<file path="config.mk">
export PLATFORM = sky130hd
export DESIGN_NAME = alu_issue
export DESIGN_NICKNAME = d
export VERILOG_FILES = /design/src/rtl/alu_issue.sv
export SDC_FILE = /design/constraint.sdc
export NUM_CORES = 2
export LEC_CHECK = 0
export CAP_MARGIN = 20
export CORE_AREA = 2 2 389 391
export CTS_BUF_LIST = sky130_fd_sc_hd__clkbuf_4
export DETAILED_ROUTE_END_ITERATION = 12
export DIE_AREA = 0 0 391 393
export GPL_TIMING_DRIVEN = 0
export SLEW_MARGIN = 20
export SYNTH_ARGS = -nofsm -noshare
export SYNTH_HDL_FRONTEND = slang
export SYNTH_SLANG_ARGS = --single-unit
</file>
<file path="constraint.sdc">
create_clock -name clock -period 5.7 [get_ports clock]
set_input_delay 0.57 -clock clock [delete_from_list [all_inputs] [get_ports clock]]
set_output_delay 0.57 -clock clock [all_outputs]
set_load 0.01 [all_outputs]
</file>
<file path="src/rtl/alu_issue.sv">
// Operand-issue and writeback stage around a combinational ALU: bypassed register
// reads feed a registered E stage, whose ALU result is captured in W and retired.
module alu_issue #(
    parameter int N    = 32,
    parameter int NREG = 32
) (
    input  logic                    clock,
    input  logic                    reset,
    input  logic                    in_valid,
    output logic                    in_ready,
    input  logic [$clog2(NREG)-1:0] in_rs,
    input  logic [$clog2(NREG)-1:0] in_rt,
    input  logic [$clog2(NREG)-1:0] in_rd,
    input  logic [N-1:0]            in_imm,
    input  logic                    in_bsel,
    input  logic [4:0]              in_alufn,
    input  logic                    in_wr,
    output logic [N-1:0]            A,
    output logic [N-1:0]            B,
    output logic [4:0]              ALUfn,
    input  logic [N-1:0]            R,
    input  logic                    Z,
    output logic                    out_valid,
    input  logic                    out_ready,
    output logic [N-1:0]            out_result,
    output logic                    out_zero,
    output logic [$clog2(NREG)-1:0] out_rd
);
    localparam int IW = $clog2(NREG);

    logic          e_valid;
    logic          e_wr;
    logic [IW-1:0] e_rd;
    logic          w_wr;
    logic          w_free;
    logic          e_free;
    logic          issue;
    logic          retire;
    logic [N-1:0]  op_a;
    logic [N-1:0]  op_b;
    logic [N-1:0]  regs [NREG];
    logic [NREG-1:0] wr_en;

    assign w_free   = ~out_valid | out_ready;
    assign e_free   = ~e_valid | w_free;
    assign in_ready = e_free;
    assign issue    = in_valid & in_ready;
    assign retire   = out_valid & out_ready;

    // Youngest producer wins: E (live ALU result) before W before the file.
    always_comb begin
        op_a = regs[in_rs];
        if (in_rs == '0)
            op_a = '0;
        else if (e_valid && e_wr && e_rd == in_rs)
            op_a = R;
        else if (out_valid && w_wr && out_rd == in_rs)
            op_a = out_result;
    end

    always_comb begin
        op_b = regs[in_rt];
        if (in_bsel)
            op_b = in_imm;
        else if (in_rt == '0)
            op_b = '0;
        else if (e_valid && e_wr && e_rd == in_rt)
            op_b = R;
        else if (out_valid && w_wr && out_rd == in_rt)
            op_b = out_result;
    end

    // Entry 0 never gets a write enable, so it stays at its reset value of zero.
    for (genvar gi = 0; gi < NREG; gi++) begin : g_reg
        assign wr_en[gi] = retire & w_wr & (out_rd == IW'(gi)) & (gi != 0);

        always_ff @(posedge clock) begin
            if (reset)
                regs[gi] <= '0;
            else if (wr_en[gi])
                regs[gi] <= out_result;
        end
    end

    always_ff @(posedge clock) begin
        if (reset) begin
            e_valid <= 1'b0;
            e_wr    <= 1'b0;
            e_rd    <= '0;
            A       <= '0;
            B       <= '0;
            ALUfn   <= '0;
        end else if (issue) begin
            e_valid <= 1'b1;
            e_wr    <= in_wr;
            e_rd    <= in_rd;
            A       <= op_a;
            B       <= op_b;
            ALUfn   <= in_alufn;
        end else if (e_free) begin
            e_valid <= 1'b0;
        end
    end

    always_ff @(posedge clock) begin
        if (reset) begin
            out_valid  <= 1'b0;
            out_result <= '0;
            out_zero   <= 1'b0;
            out_rd     <= '0;
            w_wr       <= 1'b0;
        end else if (e_valid && w_free) begin
            out_valid  <= 1'b1;
            out_result <= R;
            out_zero   <= Z;
            out_rd     <= e_rd;
            w_wr       <= e_wr;
        end else if (w_free) begin
            out_valid  <= 1'b0;
        end
    end

endmodule

</file>
==> metrics <==
sequential-to-total area share from yosys stat 54.0%; Layout Nets 5356; pin count of the biggest net entering global routing 20; die footprint 154000 um^2; top cells by area, synth edfxtp_1 50%, and2_1 10%, mux4_2 10%, mux2i_1 5.6%, dfxtp_1 3.9%; standard-cell row count 142; multiplexer share of the synthesized area 18.3%; VDD IR max 0.168 mV; Via density 6.51; clk_lat worst skew 1390 ps; Final ANT Viol Nets 0; PwrDens 283 nW/um^2; Sw Ratio 29.2%; layout cells sized above 1 21.2%; Comb pwr share 13.7%; Horiz. Die Dim 391 um; Synth Area in Compound Gates 7.57%; EDFF count, synth 992; yosys warns 0; final WL 295 mm; Clock Path Buffers 4; most common cell after layout, fill and taps aside and2_1; CTS root buf clkbuf_4; post-synth cell types 62; Placed Cells 6856; RSZ-0062 raised after global routing false; H-Tree Level Count 5; Power, Total 0.0198 W; Post-DP HPWL 222 mm; Port Buf Inserts 194; Syn Inst Count 4662; drt pass-1 iters 6; Rel. slew slack 13.6%; post-CTS sizing 0; Initial DRC Count 8771; via count 48600; family with the most delay on the worst path buffers and inverters; Hold Violations, Final 0; final weighted congestion in routability-driven placement 1.06; Final setup viols 0; crit path DAT 5300 ps; number of global-route vias before repair 46000; Starting Density 39.9%; Layout area overhead 17.4%; sequential power share 47.4%; Synth Net Count 4753; initial antenna violation count 18; Synth Register Bits 1108; outcome completed; Clk pin slew, worst setup/hold paths 70 ps; placed cell area 65600 um^2; Synth top area share 50.1%; Clock Sink Count 1108; CP Capture Type flop; GRT Residual Overflow 0; Tmin final 4040 ps; simple-gate share of the synthesized area 15.9%; crit path kind in -> reg; setup TNS 0 ps; final cycle utilization of the critical path 70.8%; Slew @ Worst Pin 1290 ps; P_int 0.0140 W; Yosys top cell by area edfxtp_1; Pleak 25.7 nW; syn_area_per_cell 12.8 um^2; Async SR Flop Fraction 0%; # IOs 200; skew final 104 ps; hold_ws 59.3 ps; Core Region 149000 um^2; Slowest-stage cell, CP nand2_1; die height 393 um; Max stage delay on crit path 860 ps; largest family of logic cells by synthesized area multiplexers; aggregate global-route resource usage 37.8%; # DRC 0; Crit path top cell by count clkbuf_1; synthesized cell area 59500 um^2; worst path buffer plus inverter count 4; HP Class in -> reg; CP max FO 10; Max-cap violations 0; Non-Filler Instances 7457; predominant post-synthesis flop cell edfxtp_1; Final Cell Area 69800 um^2; WP data required 6960 ps; Clk pwr share 39.0%; sw power 0.00578 W; CTS tree yes; fmax 248 MHz; Pins Over Slew Limit 0; global-route wire length before repair 388 mm; Synth Area in Adders 0%; cts bufs inserted 328; WL per Instance 39.6 um; CP startpoint kind input pin; worst-path cell chain clkdlybuf4s50_1 > buf_2 > clkbuf_1 > nand2_1 > clkbuf_1 > o22ai_1 > nor3_1 > nor2_1 > o2111ai_1 > nand3_1; XOR/XNOR Fraction of Synth Area 0.295%; most frequent cells in the layout 998 x and2_1, 992 x edfxtp_1, 492 x clkbuf_4
[cell families (layout without fill, tap and decap cells)]
kind of cell	Yosys count	count (layout)
simple gates	1676	1676
xor+xnor	20	20
other cells	0	19
mux	725	725
compound gates	648	648
buf+inv	485	1317
flops	1108	1108
[synthesized netlist by cell type (all sizes together) (8+ instances only)]
master	instances
o221ai	46
and3	34
xor2	14
a21oi	125
a221o	12
nor2	168
nor2b	40
nand2b	19
and2	998
or4	10
dfxtp	116
nand2	205
o211ai	8
clkbuf	319
a211o	26
a221oi	46
nor4	45
mux2i	332
nor3	55
o2111ai	39
o21ai	63
or2	21
nand3	61
buf	163
edfxtp	992
a211oi	31
a22o	17
mux2	117
a22oi	74
o22ai	145
mux4	276
[area by class of cell]
class                   count  area (um^2)
fillers                 13700        79400
flip-flops and latches   1108        32100
multi-input cells        3069        25400
clock buffers             492         3690
repair buffers            273         3480
well taps                1944         2430
plain buffers             482         2360
clock inverters            67          287
diodes                     19         47.5
inverters                   3         11.3
[power groups by stage]
stage | combinational (W) | sequential [W] | clock (W)
finish | 0.00270 | 0.00938 | 0.00771
global route | 0.00269 | 0.00939 | 0.00806
CTS | 0.00259 | 0.00936 | 0.00765
detailed placement | 0.00257 | 0.00953 | 0
global placement | 0.00244 | 0.00958 | 0
floorplan | 0.00122 | 0.00946 | 0
[worst register-to-register path, delay by kind of cell (launching register included)]
kind,cells,cell delay [ps]
flip-flops,1,420
AND/OR/NAND/NOR,5,2110
buffers and inverters,3,1240
[metal layers]
metal | vias up | global-route usage [%] | part of all wire [%]
li1 | 19000 | - | -
met1 | 24400 | 49.5 | 37
met2 | 4193 | 53.0 | 41
met3 | 895 | 11.7 | 13
met4 | 16 | 27.0 | 8.3
met5 | - | 0 | 0.034
[worst paths after layout]
path | to | startpoint | cells past startpoint | slack (ps)
max | A[11] | in_rs[2] | 10 | 1660
min | out_result[1] | R[1] | 3 | 60
max reg2reg | regs[11][7] | out_valid | 8 | 1790
min reg2reg | ALUfn[2] | ALUfn[2] | 2 | 460
[sequential cells by signal (all words and copies together) (netlist names), 5 cells and up]
| name | cells |
|---|---|
| regs | 992 |
| out_result | 32 |
| ALUfn | 5 |
| out_rd | 5 |
| A | 32 |
| B | 32 |
| e_rd | 5 |
[repair_timing]
item | 4_1_cts | 5_1_grt
endpoints found under the hold margin | 22 | 0
hold buffers | 21 | 0
endpoints found under the setup margin | 0 | 0
buffers inserted | 0 | 0
[metrics by stage]
stage	utilization, %	setup WS, ps
after floorplan	-	1820
after global placement	42.8	-1720
after detailed placement	43.9	296
after CTS	46.7	1680
after global routing	46.8	1860
final	46.8	1660
Note: power is estimated with default switching activity, not from simulation.
